[config.mk]
export PLATFORM = sky130hd
export DESIGN_NAME = alu_operand_fetch
export DESIGN_NICKNAME = d
export VERILOG_FILES = /design/src/rtl/alu_operand_fetch.sv
export SDC_FILE = /design/constraint.sdc
export NUM_CORES = 1
export LEC_CHECK = 0
export ABC_AREA = 1
export BUFFER_PORTS_ARGS = -buffer_cell sky130_fd_sc_hd__buf_2
export CAP_MARGIN = 15
export CORE_MARGIN = 2
export CORE_UTILIZATION = 30
export DETAILED_ROUTE_END_ITERATION = 10
export SYNTH_ARGS = -nofsm -noshare
export SYNTH_HDL_FRONTEND = slang
export SYNTH_SLANG_ARGS = --single-unit
[constraint.sdc]
create_clock -name clk -period 3.55 [get_ports clk]
set_clock_uncertainty 0.1 [all_clocks]
set_input_delay 0.71 -clock clk [delete_from_list [all_inputs] [get_ports clk]]
set_output_delay 0.71 -clock clk [all_outputs]
set_load 0.05 [all_outputs]
[src/rtl/alu_operand_fetch.sv]
// Operand-fetch stage ahead of the ALU: register file with write bypass, B-path shifter,
// asel/bsel source selects, and a single valid/ready output register slice.
module alu_operand_fetch #(
  parameter int DATA_W = 16,
  parameter int NREGS  = 8,
  parameter int ADDR_W = 3
) (
  input  logic              clk,
  input  logic              reset,
  input  logic              in_valid,
  output logic              in_ready,
  input  logic [ADDR_W-1:0] rn,
  input  logic [ADDR_W-1:0] rm,
  input  logic [1:0]        shift,
  input  logic              asel,
  input  logic              bsel,
  input  logic [DATA_W-1:0] sximm,
  input  logic [1:0]        alu_op_in,
  input  logic              wr_en,
  input  logic [ADDR_W-1:0] wr_addr,
  input  logic [DATA_W-1:0] wr_data,
  output logic              out_valid,
  input  logic              out_ready,
  output logic [DATA_W-1:0] Ain,
  output logic [DATA_W-1:0] Bin,
  output logic [1:0]        ALUop
);

  localparam logic [1:0] SH_NONE = 2'b00;
  localparam logic [1:0] SH_LSL  = 2'b01;
  localparam logic [1:0] SH_LSR  = 2'b10;
  localparam logic [1:0] SH_ASR  = 2'b11;

  logic signed [DATA_W-1:0] regs [NREGS];
  logic signed [DATA_W-1:0] rd_n, rd_m;
  logic signed [DATA_W-1:0] a_nxt, b_nxt;
  logic signed [DATA_W-1:0] a_p0, b_p0;
  logic        [1:0]        op_p0;
  logic                     vld_p0;
  logic                     accept;

  // One-bit shifts keep DATA_W; the shifted-out bit is discarded.
  function automatic logic signed [DATA_W-1:0] bshift(
    input logic signed [DATA_W-1:0] v,
    input logic        [1:0]        sh
  );
    case (sh)
      SH_NONE: bshift = v;
      SH_LSL:  bshift = v <<< 1;
      SH_LSR:  bshift = $signed({1'b0, v[DATA_W-1:1]});
      SH_ASR:  bshift = v >>> 1;
      default: bshift = v;
    endcase
  endfunction

  // Slice accepts whenever it is empty or being drained; held low while in reset.
  assign in_ready = ~reset & (~vld_p0 | out_ready);
  assign accept   = in_valid & in_ready;

  always_comb begin
    rd_n  = (wr_en && (wr_addr == rn)) ? $signed(wr_data) : regs[rn];
    rd_m  = (wr_en && (wr_addr == rm)) ? $signed(wr_data) : regs[rm];
    a_nxt = asel ? '0 : rd_n;
    b_nxt = bsel ? $signed(sximm) : bshift(rd_m, shift);
  end

  // Stage p0: operands captured at accept; register file written independently
  always_ff @(posedge clk) begin
    if (reset) begin
      vld_p0 <= 1'b0;
      a_p0   <= '0;
      b_p0   <= '0;
      op_p0  <= '0;
      for (int i = 0; i < NREGS; i++) regs[i] <= '0;
    end else begin
      if (wr_en) regs[wr_addr] <= $signed(wr_data);
      if (accept) begin
        vld_p0 <= 1'b1;
        a_p0   <= a_nxt;
        b_p0   <= b_nxt;
        op_p0  <= alu_op_in;
      end else if (out_ready) begin
        vld_p0 <= 1'b0;
      end
    end
  end

  assign out_valid = vld_p0;
  assign Ain       = $unsigned(a_p0);
  assign Bin       = $unsigned(b_p0);
  assign ALUop     = op_p0;

endmodule

==> qor.csv <==
metric,value,unit
outcome,"complete, no violations",
grt_util_all_layers,0.194,
htreeDepth,4,
tns,0,ns
cp_max_fo,34,
cts_tree,yes,
clkSlewWorstSetupHoldPaths,0.07,ns
swShare,0.292,
rows,63,
numCtsBuffers,17,
yosysWarnings,0,
grt_max_degree,52,
grt_pass1_vias,7807,
gr-total-overflow,0,
synth_seq_cells,163,
p_int,0.00346,W
crit_arrival,2.70,ns
dp_slack,0.643,ns
crit_path_start_kind,input pin,
via_count,8441,
cts_root_buf,clkbuf_16,
cts_setup_buffers,0,
seq_power_share,0.456,
crit_required,3.76,ns
maxCapViolations,0,
start_util,0.304,
p_sw,0.00143,W
antenna_found_initial,0,
slew_headroom,0.349,
peakVddDrop,0.282,mV
cts-hold-fix-buffers,0,
p_leak,4.30,nW
core,29500,um2
fmax,0.402,GHz
worstMarginPinSlew,0.973,ns
grt_pass1_wl,45800,um
antenna_cells,0,
ys_types,26,
setup_viol,0,
hold_viol,0,
power_density,472,nW/um2
ys.flop_type,edfxtp_1,
area_growth,15.8,%
io_pins,88,
path_class,input pin to flip-flop,
final_layout_size_suffix_gt1_frac,0.151,
drc,0,
final_antenna_net_count,0,
synth_seq_area_share,0.508,
io_buffers,87,
synth_area_per_cell,7.85,um2
grt_setup_unrepaired,no,
cp-end-kind,flip-flop,
drt_iter0_markers,989,
ctsResizeCount,0,
syn_inst,1140,
final_max_slew_viol_count,0,
synth_fp_nets,1192,
clockPowerShare,0.391,
wl,30500,um
fin_nets,1253,
wire_per_inst,19.0,um
hold_path_class,flip-flop to flip-flop,
fin_crit_sh,0.701,
clockBufferDepth,2,
die_area,31200,um2
die_w,177,um
first_pass_iters,8,
viasPerCell,5.26,
numClockSinks,163,
fillers,3086,
synthArstFlopShare,0,
fp.dieH,177,um
synth_edf_count,128,
netlist_area,8950,um2
period_minus_slack,2.49,ns
insertion_delay,0.44,ns
worst_slack,1.06,ns
dp_hpwl,19900,um
gp_congestion,0.876,
p_comb_frac,0.153,
total_power,0.00489,W
area by class of cell:
cell class	instances	area [um2]	share of cell area
multi-input combinational	846	3820	0.368
sequential	163	4540	0.438
timing repair buffer	120	708	0.0683
inverter	53	206	0.0199
clock buffer	19	453	0.0437
clock inverter	13	146	0.0141
tap	390	488	0.0471
metrics by stage:
step / cells / utilization / hold slack [ns] / cell area (um2)
5_1_grt: 1604 / 0.352 / 0.375 / 10400
6_report: 1604 / 0.352 / 0.365 / 10400
2_1_floorplan: 1140 / - / 0.590 / 8950
3_3_place_gp: 1572 / 0.331 / 0.353 / 9770
4_1_cts: 1604 / 0.352 / 0.365 / 10400
3_5_place_dp: 1572 / 0.331 / 0.357 / 9770
cells in the mapped netlist (3+ instances only):
library cell  instances  area share
a21oi_1              76       0.042
a21oi_2              10      0.0098
a22oi_1              20       0.017
buf_1                 4      0.0017
buf_2                32       0.018
buf_4                 7      0.0059
buf_6                 3      0.0038
clkbuf_1             32       0.013
clkinv_1             14      0.0059
dfxtp_1              35       0.078
edfxtp_1            128        0.43
inv_1                31       0.013
inv_2                 5      0.0021
inv_4                 3      0.0021
nand2_1             325        0.14
nand3_1             177       0.099
nand3_2               9       0.010
nand4_1              13      0.0091
nor2_1              175       0.073
nor2_2                3      0.0021
o211ai_1             18       0.015
o21ai_0              16      0.0089
final timing paths:
path	cells after the start	from	slack, ns	to
worst max-delay path	12	rm[1]	1.06	Bin[12]
worst min-delay path	2	Bin[4]	0.37	Bin[4]
worst max register to register	10	regs[5][1]	1.97	Bin[0]
worst min register to register	2	Bin[4]	0.37	Bin[4]
routing by layer:
metal / vias to the layer above / global-route usage / part of all wire
li1: 3961 / - / -
met1: 3928 / 0.252 / 0.42
met2: 491 / 0.315 / 0.46
met3: 61 / 0.0404 / 0.093
met4: 0 / 0.0754 / 0.027
met5: - / 0 / 0
power groups by stage:
stage | combinational [W] | sequential [W] | clock [W]
after floorplan | 0.000437 | 0.00232 | 0
after global placement | 0.000732 | 0.00227 | 0
after detailed placement | 0.000735 | 0.00227 | 0
after CTS | 0.000738 | 0.00223 | 0.00192
after global routing | 0.000812 | 0.00224 | 0.00199
final | 0.000750 | 0.00223 | 0.00191
logic make-up (layout without fill, tap and decap cells):
group | Yosys count | after routing | share of synthesized area
XOR/XNOR | 1 | 1 | 0.000979
AND/OR/NAND/NOR | 704 | 704 | 0.332
AO/OA/AOI/OAI | 141 | 141 | 0.0938
flip-flops | 163 | 163 | 0.508
buffers and inverters | 131 | 205 | 0.0657
flip-flops by register name (all words and copies together) (netlist names):
| name | cells |
|---|---|
| ALUop | 2 |
| Ain | 16 |
| Bin | 16 |
| out_valid | 1 |
| regs | 128 |
cells in the final DEF, fill, tap and decap left out, types with 5 or more instances in the layout:
cell type,netlist,layout
nand2_1,325,325
nand3_1,177,177
nor2_1,175,175
edfxtp_1,128,128
buf_2,32,87
a21oi_1,76,76
dfxtp_1,35,35
inv_1,31,31
buf_4,7,31
a22oi_1,20,20
o211ai_1,18,18
clkbuf_16,0,17
o21ai_0,16,16
clkinv_1,14,15
nand4_1,13,13
a21oi_2,10,10
nand3_2,9,9
inv_2,5,5
critical path, cell delays in order:
cell and delay (ns):
buf_2 0.37, inv_4 0.31, nand2_1 0.13, nand2_1 0.07, nor2_2 0.14, nand2_4 0.21, inv_4 0.22, nand2_1 0.12
nand3_1 0.11, nand4_1 0.12, nand2_1 0.12, a21oi_2 0.05
Note: power is estimated with default switching activity, not from simulation.
